--- src/rtl/median_window_filter.sv ---
// 3x3 median filter: sort-network pipeline writing one median per window to the output RAM.
// Optional BORDER_ZERO_EN: after the last median, zero-fill the image border before done.
module median_window_filter #(
  parameter int unsigned IMG_W  = 100,
  parameter int unsigned IMG_H  = 100,
  parameter int unsigned PIX_W  = 8,
  parameter int unsigned ADDR_W = 14
) (
  input  logic               clk,
  input  logic               rst,
  input  logic [9*PIX_W-1:0] win_bus,
  input  logic               win_valid,
  output logic               out_we,
  output logic [ADDR_W-1:0]  out_addr,
  output logic [PIX_W-1:0]   out_data,
  output logic               busy,
  output logic               done,
  output logic [ADDR_W-1:0]  win_count
);
  localparam int unsigned N_WIN = (IMG_W - 2) * (IMG_H - 2);
  localparam int unsigned COL_W = $clog2(IMG_W);
  localparam int unsigned ROW_W = $clog2(IMG_H);
  localparam logic [ADDR_W-1:0] N_WIN_A  = ADDR_W'(N_WIN);
  localparam logic [COL_W-1:0]  COL_LAST = COL_W'(IMG_W - 2);

  typedef enum logic [1:0] {
    IDLE   = 2'd0,
    RUN    = 2'd1,
`ifdef BORDER_ZERO_EN
    BORDER = 2'd3,
`endif
    DONE   = 2'd2
  } state_t;

  function automatic logic [PIX_W-1:0] min2(input logic [PIX_W-1:0] a, input logic [PIX_W-1:0] b);
    return (a < b) ? a : b;
  endfunction

  function automatic logic [PIX_W-1:0] max2(input logic [PIX_W-1:0] a, input logic [PIX_W-1:0] b);
    return (a < b) ? b : a;
  endfunction

  function automatic logic [PIX_W-1:0] med3(input logic [PIX_W-1:0] a, input logic [PIX_W-1:0] b,
                                            input logic [PIX_W-1:0] c);
    return max2(min2(a, b), min2(max2(a, b), c));
  endfunction

  state_t            state_q, state_d;
  logic              accept_c;
  logic              busy_nx_c;
  logic              done_nx_c;
  logic [ROW_W-1:0]  row_q;
  logic [COL_W-1:0]  col_q;
  logic [ADDR_W-1:0] tag_c;
  logic [ADDR_W-1:0] wr_count;

  logic              s1_valid, s2_valid, s3_valid;
  logic [PIX_W-1:0]  s1_pix [9];
  logic [ADDR_W-1:0] s1_tag, s2_tag, s3_tag;
  logic [PIX_W-1:0]  s2_lo [3];
  logic [PIX_W-1:0]  s2_md [3];
  logic [PIX_W-1:0]  s2_hi [3];
  logic [PIX_W-1:0]  s3_maxlo, s3_midmd, s3_minhi;

`ifdef BORDER_ZERO_EN
  localparam logic [ADDR_W-1:0] W_A      = ADDR_W'(IMG_W);
  localparam logic [ADDR_W-1:0] B_BOT    = ADDR_W'(2 * IMG_W);
  localparam logic [ADDR_W-1:0] B_LEFT   = ADDR_W'(2 * IMG_W + IMG_H - 2);
  localparam logic [ADDR_W-1:0] N_BDR    = ADDR_W'(2 * IMG_W + 2 * (IMG_H - 2));
  localparam logic [ADDR_W-1:0] BOT_BASE = ADDR_W'((IMG_H - 1) * IMG_W);

  logic [ADDR_W-1:0] bidx_q;
  logic [ADDR_W-1:0] bdr_addr_c;
  logic              bdr_we_c;

  // Border order: top row, bottom row, left column, right column.
  always_comb begin
    bdr_addr_c = bidx_q;
    if (bidx_q < W_A) begin
      bdr_addr_c = bidx_q;
    end else if (bidx_q < B_BOT) begin
      bdr_addr_c = BOT_BASE + bidx_q - W_A;
    end else if (bidx_q < B_LEFT) begin
      bdr_addr_c = (bidx_q - B_BOT + ADDR_W'(1)) * W_A;
    end else begin
      bdr_addr_c = (bidx_q - B_LEFT + ADDR_W'(1)) * W_A + W_A - ADDR_W'(1);
    end
  end
`endif

  assign tag_c = ADDR_W'(row_q) * ADDR_W'(IMG_W) + ADDR_W'(col_q);

  // Next-state and acceptance decode.
  always_comb begin
    state_d  = state_q;
    accept_c = 1'b0;
`ifdef BORDER_ZERO_EN
    bdr_we_c = 1'b0;
`endif
    case (state_q)
      IDLE: begin
        if (win_valid && (win_count < N_WIN_A)) begin
          accept_c = 1'b1;
          state_d  = RUN;
        end
      end
      RUN: begin
        accept_c = win_valid && (win_count < N_WIN_A);
        if (out_we && (wr_count == N_WIN_A)) begin
`ifdef BORDER_ZERO_EN
          state_d = BORDER;
`else
          state_d = DONE;
`endif
        end
      end
`ifdef BORDER_ZERO_EN
      BORDER: begin
        bdr_we_c = (bidx_q < N_BDR);
        if (out_we && (bidx_q == N_BDR)) begin
          state_d = DONE;
        end
      end
`endif
      default: ;
    endcase
`ifdef BORDER_ZERO_EN
    busy_nx_c = (state_d == RUN) || (state_d == BORDER);
`else
    busy_nx_c = (state_d == RUN);
`endif
    done_nx_c = (state_d == DONE);
  end

  // Sort-network datapath; qualified by the valid chain below, so no reset needed.
  always_ff @(posedge clk) begin
    if (accept_c) begin
      for (int i = 0; i < 9; i++) begin
        s1_pix[i] <= win_bus[(8 - i) * PIX_W +: PIX_W];
      end
      s1_tag <= tag_c;
    end
    for (int r = 0; r < 3; r++) begin
      s2_lo[r] <= min2(min2(s1_pix[3*r], s1_pix[3*r+1]), s1_pix[3*r+2]);
      s2_md[r] <= med3(s1_pix[3*r], s1_pix[3*r+1], s1_pix[3*r+2]);
      s2_hi[r] <= max2(max2(s1_pix[3*r], s1_pix[3*r+1]), s1_pix[3*r+2]);
    end
    s2_tag   <= s1_tag;
    s3_maxlo <= max2(max2(s2_lo[0], s2_lo[1]), s2_lo[2]);
    s3_midmd <= med3(s2_md[0], s2_md[1], s2_md[2]);
    s3_minhi <= min2(min2(s2_hi[0], s2_hi[1]), s2_hi[2]);
    s3_tag   <= s2_tag;
  end

  // Control state, counters, valid chain and registered outputs.
  always_ff @(posedge clk) begin
    if (rst) begin
      state_q   <= IDLE;
      busy      <= 1'b0;
      done      <= 1'b0;
      win_count <= '0;
      wr_count  <= '0;
      row_q     <= ROW_W'(1);
      col_q     <= COL_W'(1);
      s1_valid  <= 1'b0;
      s2_valid  <= 1'b0;
      s3_valid  <= 1'b0;
      out_we    <= 1'b0;
      out_addr  <= '0;
      out_data  <= '0;
`ifdef BORDER_ZERO_EN
      bidx_q    <= '0;
`endif
    end else begin
      state_q  <= state_d;
      busy     <= busy_nx_c;
      done     <= done_nx_c;
      s1_valid <= accept_c;
      s2_valid <= s1_valid;
      s3_valid <= s2_valid;
      out_we   <= s3_valid;
      if (accept_c) begin
        win_count <= win_count + ADDR_W'(1);
        if (col_q == COL_LAST) begin
          col_q <= COL_W'(1);
          row_q <= row_q + ROW_W'(1);
        end else begin
          col_q <= col_q + COL_W'(1);
        end
      end
      if (s3_valid) begin
        out_addr <= s3_tag;
        out_data <= med3(s3_maxlo, s3_midmd, s3_minhi);
        wr_count <= wr_count + ADDR_W'(1);
      end
`ifdef BORDER_ZERO_EN
      if (bdr_we_c) begin
        out_we   <= 1'b1;
        out_addr <= bdr_addr_c;
        out_data <= '0;
        bidx_q   <= bidx_q + ADDR_W'(1);
      end
`endif
    end
  end

endmodule

--- config.mk ---
export PLATFORM = sky130hd
export DESIGN_NAME = median_window_filter
export DESIGN_NICKNAME = d
export VERILOG_FILES = /design/src/rtl/median_window_filter.sv
export SDC_FILE = /design/constraint.sdc
export NUM_CORES = 1
export LEC_CHECK = 0
export BUFFER_PORTS_ARGS = -buffer_cell sky130_fd_sc_hd__buf_2
export CELL_PAD_IN_SITES_DETAIL_PLACEMENT = 0
export CELL_PAD_IN_SITES_GLOBAL_PLACEMENT = 1
export CORE_MARGIN = 3
export CORE_UTILIZATION = 49
export CTS_BUF_LIST = sky130_fd_sc_hd__clkbuf_16
export DETAILED_ROUTE_END_ITERATION = 6
export GPL_ROUTABILITY_DRIVEN = 0
export GPL_TIMING_DRIVEN = 0
export PLACE_DENSITY = 0.78
export SLEW_MARGIN = 20
export SYNTH_ARGS = -nofsm -noshare
export SYNTH_HDL_FRONTEND = slang
export SYNTH_SLANG_ARGS = --single-unit
--- constraint.sdc ---
create_clock -name clk -period 7.1 [get_ports clk]
set_clock_uncertainty 0.15 [all_clocks]
set_input_delay 0.355 -clock clk [delete_from_list [all_inputs] [get_ports clk]]
set_output_delay 0.355 -clock clk [all_outputs]
set_load 0.005 [all_outputs]
# After elaboration in Yosys (flattened, before gate mapping)
# Memories as Yosys holds them, arrays and structs flattened.
# Cells that the tools add are included.
dict set report word_totals {
  ff_bits 138
  ramBits 144
  inputBits 75
  output_inout_bits 39
  wordCells 99
  mem_count 4
}
# name depth word_bits rd rd_clocked_by_memory_dff write_ports line
set memory_table {}
lappend memory_table {s1_pix 9 8 9 0 9 58} ;# logic [PIX_W-1:0] s1_pix [9];
lappend memory_table {s2_hi 3 8 3 0 3 62} ;# logic [PIX_W-1:0] s2_hi [3];
lappend memory_table {s2_lo 3 8 3 0 3 60} ;# logic [PIX_W-1:0] s2_lo [3];
lappend memory_table {s2_md 3 8 3 0 3 61} ;# logic [PIX_W-1:0] s2_md [3];
dict set report op_classes {
  add_sub_neg 5
  multipliers 1
  n_lt_le_gt_ge 23
  eq_ne 5
  muxes 38
  n_reduce_logical 4
}
# op count
set op_table {}
lappend op_table {{2-to-1 mux 8 bit} 30}
lappend op_table {{< comparator 8 bit} 22}
lappend op_table {{adder 14 x 1 -> 14 bit (second input constant)} 2}
lappend op_table {{adder 14 x 7 -> 14 bit} 1}
lappend op_table {{adder 7 x 1 -> 7 bit (second input constant)} 2}
lappend op_table {{equality test 14 bit (second input constant)} 1}
lappend op_table {{< comparator 14 bit (second input constant)} 1}
lappend op_table {{multiplier 7 x 5 -> 12 bit (second input constant)} 1}
lappend op_table {{equality test 7 bit (second input constant)} 1}
lappend op_table {{2-to-1 mux 7 bit} 1}
lappend op_table {{equality test 2 x 1 -> 1 bit (second input constant)} 2}
lappend op_table {{2-to-1 mux 2 bit} 2}
lappend op_table {{case mux 2 bit (2 select lines)} 1}
lappend op_table {{2-to-1 mux 1 bit} 3}
lappend op_table {{equality test 2 bit (second input constant)} 1}
lappend op_table {{logical AND 1 bit} 2}
lappend op_table {{logical NOT 2 bit} 1}
lappend op_table {{case mux 1 bit (2 select lines)} 1}
lappend op_table {{AND reduction 2 bit} 1}

# Depth between registers and ports, before layout
# An unclocked memory read counts as a cell.
dict set report depth {
  word_depth 7
  mapped_depth 24
  depth_no_buf 22
}

# Worst setup path after synthesis
# Ideal clock, no wire load.
dict set report synth_timing {
  path_kind {reg-to-reg}
  startpoint {register win_count[3]}
  endpoint {register col_q[0]}
  setup_time_ps 128
  arrival_ps 5272
  t_required_ps 6822
  setup_slack_ps 1550
  path_stages_with_launch 8
  cell_sequence {dfxtp_1 -> nor4_1 -> a21oi_1 -> o21ai_0 -> a21boi_1 -> nor2_1 -> xnor2_1 -> or3_1}
}
dict set report synth_via {
  elab_chain_len 4
}
# element line
set synth_rtl {}
lappend synth_rtl {{start, declared} 18} ;# output logic [ADDR_W-1:0] win_count
lappend synth_rtl {{start signal, assigned} 183} ;# win_count <= win_count + ADDR_W'(1);
lappend synth_rtl {{< comparator 14 bit (*)} {102, 108}}
lappend synth_rtl {{logical AND 1 bit (*)} {102, 108}}
lappend synth_rtl {{2-to-1 mux 1 bit} 102} ;# if (win_valid && (win_count < N_WIN_A)) begin
lappend synth_rtl {{case mux 1 bit (2 select lines) (*)} 100} ;# case (state_q)
lappend synth_rtl {{named net accept_c} 49} ;# logic accept_c;
lappend synth_rtl {{end signal, assigned} 188} ;# col_q <= col_q + COL_W'(1);
lappend synth_rtl {{end, declared} 53} ;# logic [COL_W-1:0] col_q;
# The timed path passes the listed nets; every way through them passes the cells marked *.
# A chain may end at the register's enable or synchronous reset.

==> out/results.txt <==
outcome: finished, final reports clean
leakage power: 8.625 nW
Slowest cell on crit path: o41ai_4
max_cap viols: 0
Post-CTS Resized: 0
switching share of total power: 0.3817
first-pass GRT wire length: 59,810 µm
net switching power figure: 2.841 mW
Core Region: 31,880 µm²
router iterations before antenna repair: 5
vias in the first global route: 11.80k
Port Buf Inserts: 112
Root Driver: clkbuf_16
Clock Power Share: 0.238
top-count cell post-synth: dfxtp_1
Worst-Skew Late Latency: 520 ps
Layout fillers: 2,728
worst setup path class: flop to flop
post-CTS setup buffers: 0
DP Wirelength: 27,360 µm
antenna cells: 0
largest area contributor in the netlist: dfxtp_1
Mapped Avg Cell Area: 10.28 µm²
largest net degree at the start of global routing: 32
final WL: 36,020 µm
Seq/Total Area, Yosys: 0.4058
FF+latch count, synth: 282
Rel. slew slack: 0.3877
post-route setup TNS: 0 ps
H-tree depth: 2
Max clock buf depth: 3
crit path launch type: flop
Area Overhead vs Synth: 19.10%
Rows: 65
syn nets: 1,827
Fin. Hold Viols: 0
Max Freq: 153.7 MHz
CTS tree: yes
Hold WC Path Type: flop to flop
I/O pin total: 114
fraction of registers with async set/reset: 0
Power Density: 389.8 nW/µm²
Netlist Area Pre-Place: 16,030 µm²
Global Route Usage Sum: 0.2063
commonest cells in the netlist: dfxtp_1 (196), ha_1 (190), inv_1 (172)
clock buffer count from CTS: 34
Initial Utilization: 0.5029
CP arrival: 6750 ps
Netlist cell types: 82
worst-margin pin slew: 918.5 ps
Int Power: 4.602 mW
Vias: 11.84k
Iter 0 DRT Violations: 582
CTS Hold Bufs: 72
fraction of layout cells with a size suffix above 1: 0.1648
Final setup violation count: 0
minimum clock period: 6504 ps
Tcrit/Tclk final: 0.9161
Vias/cell: 5.280
Synth Warn #: 0
Die Span Y: 186.9 µm
cells along the critical path: ha_1 -> inv_1 -> o21ai_0 -> a31oi_1 -> o21ai_1 -> buf_2 -> mux2_2 -> ha_1 -> o21ai_0 -> a221oi_1 -> o22a_1 -> buf_1 -> mux2i_1 -> ha_1 -> nand4_1 -> nor2_1 -> o21ai_0 -> nand3b_1 -> o41ai_4 -> mux2i_1
VDD IR max: 261.1 µV
Flop pwr share: 0.285
Top FF cell, synth: dfxtp_1
post-synth top area share: 0.2447
Worst-path clk slew: 60 ps
Crit. End Element: flop
RSZ-0062 raised after global routing: false
worst hold margin: 173.8 ps
slowest stage delay, CP: 730 ps
antenna violations before repair: 0
die area: 34,930 µm²
wire per inst: 16.06 µm
worst-path fanout max: 10
Routed Antenna Nets: 0
EDFF count, synth: 86
Synth area leaders: dfxtp_1 (24%), edfxtp_1 (16%), ha_1 (15%)
WP data required: 7350 ps
grt ovf: 0
Syn Inst Count: 1,559
Comb pwr share: 0.477
DR DRC count: 0
Nets: 2,050
Clock Sinks: 282
count of pins over their slew limit: 0
Die W: 186.9 µm
[per-stage QoR]
step / utilization / instance area [µm²] / setup WS [ps] / std cells / power (mW)
floorplan: - / 16030 / 1550 / 1559 / 4.830
global placement: 0.5376 / 17140 / -418.3 / 2106 / 5.572
detailed placement: 0.5397 / 17210 / 650.2 / 2109 / 5.648
CTS: 0.5989 / 19090 / 619.0 / 2243 / 7.483
global route: 0.5989 / 19090 / 204.3 / 2243 / 8.008
finish: 0.5989 / 19090 / 595.6 / 2243 / 7.443
[layout make-up]
cell class,count,area (µm²),share of cell area
Multi-Input combinational cell,1070,8741,0.4578
Sequential cell,282,6506,0.3407
Timing Repair Buffer,187,1341,0.07024
Clock buffer,38,950.9,0.04980
Inverter,173,649.4,0.03401
Tap cell,435,544.3,0.02850
Clock inverter,24,217.7,0.01140
Buffer,34,143.9,0.007536
[metal layers]
layer	part of all wire	wire length, µm	GRT usage
met2	0.44	15940	0.3308
met4	0.020	735	0.04972
met1	0.50	17860	0.2941
met5	0	0	0
met3	0.041	1486	0.03223
[power groups by stage]
stage / clock (mW) / combinational (mW) / sequential, mW
floorplan: 0 / 2.76 / 2.07
global placement: 0 / 3.42 / 2.16
detailed placement: 0 / 3.49 / 2.15
CTS: 1.81 / 3.55 / 2.12
global route: 1.89 / 3.97 / 2.16
finish: 1.77 / 3.55 / 2.12
[cell usage in the layout (no fill, tap or decap), types with 27 or more instances in the layout]
master / instances
a21oi_1: 55
nor3_1: 27
nand4_1: 28
mux2i_1: 110
nor2_1: 106
dfxtp_1: 196
ha_1: 190
buf_2: 119
xnor2_1: 33
clkbuf_16: 38
inv_1: 176
mux2_2: 80
dlygate4sd3_1: 72
edfxtp_1: 86
o21ai_0: 57
nand3_1: 47
nand2_1: 63
[logic make-up after synthesis]
| family | Yosys count | synth area share |
|---|---|---|
| AND/OR/NAND/NOR | 385 | 0.1235 |
| AO/OA/AOI/OAI | 250 | 0.1146 |
| XOR/XNOR | 50 | 0.02817 |
| flip-flops | 282 | 0.4058 |
| adder cells (fa/ha/maj) | 193 | 0.1520 |
| multiplexers | 192 | 0.1265 |
| buffers and inverters | 207 | 0.04948 |
[critical path: cells and delay by family, from the launching register on]
| kind | cells | cell delay (ps) |
|---|---|---|
| DFF | 1 | 420 |
| and+or+nand+nor | 3 | 350 |
| AOI/OAI and AO/OA | 8 | 2450 |
| buffers and inverters | 3 | 880 |
| adders and majority gates | 3 | 910 |
| muxes | 3 | 1200 |
[final timing paths]
path / slack [ps] / depth (start not counted) / to / from
worst min-delay path: 170 / 0 / s3_tag[0] / s2_tag[0]
worst max-delay path: 600 / 20 / s2_md[0][6] / s1_pix[0][1]
worst min register to register: 170 / 0 / s3_tag[0] / s2_tag[0]
worst max register to register: 600 / 20 / s2_md[0][6] / s1_pix[0][1]
[registers in the layout (all words and copies together) (netlist names), 2 cells and up]
signal,flops
win_count,14
s1_tag,14
s2_tag,14
s3_maxlo,8
s1_pix,72
s3_minhi,8
s2_md,24
s3_midmd,8
out_data,8
state_q,2
s3_tag,14
out_addr,14
row_q,7
col_q,7
s2_lo,24
s2_hi,24
wr_count,14
Note: power is estimated with default switching activity, not from simulation.
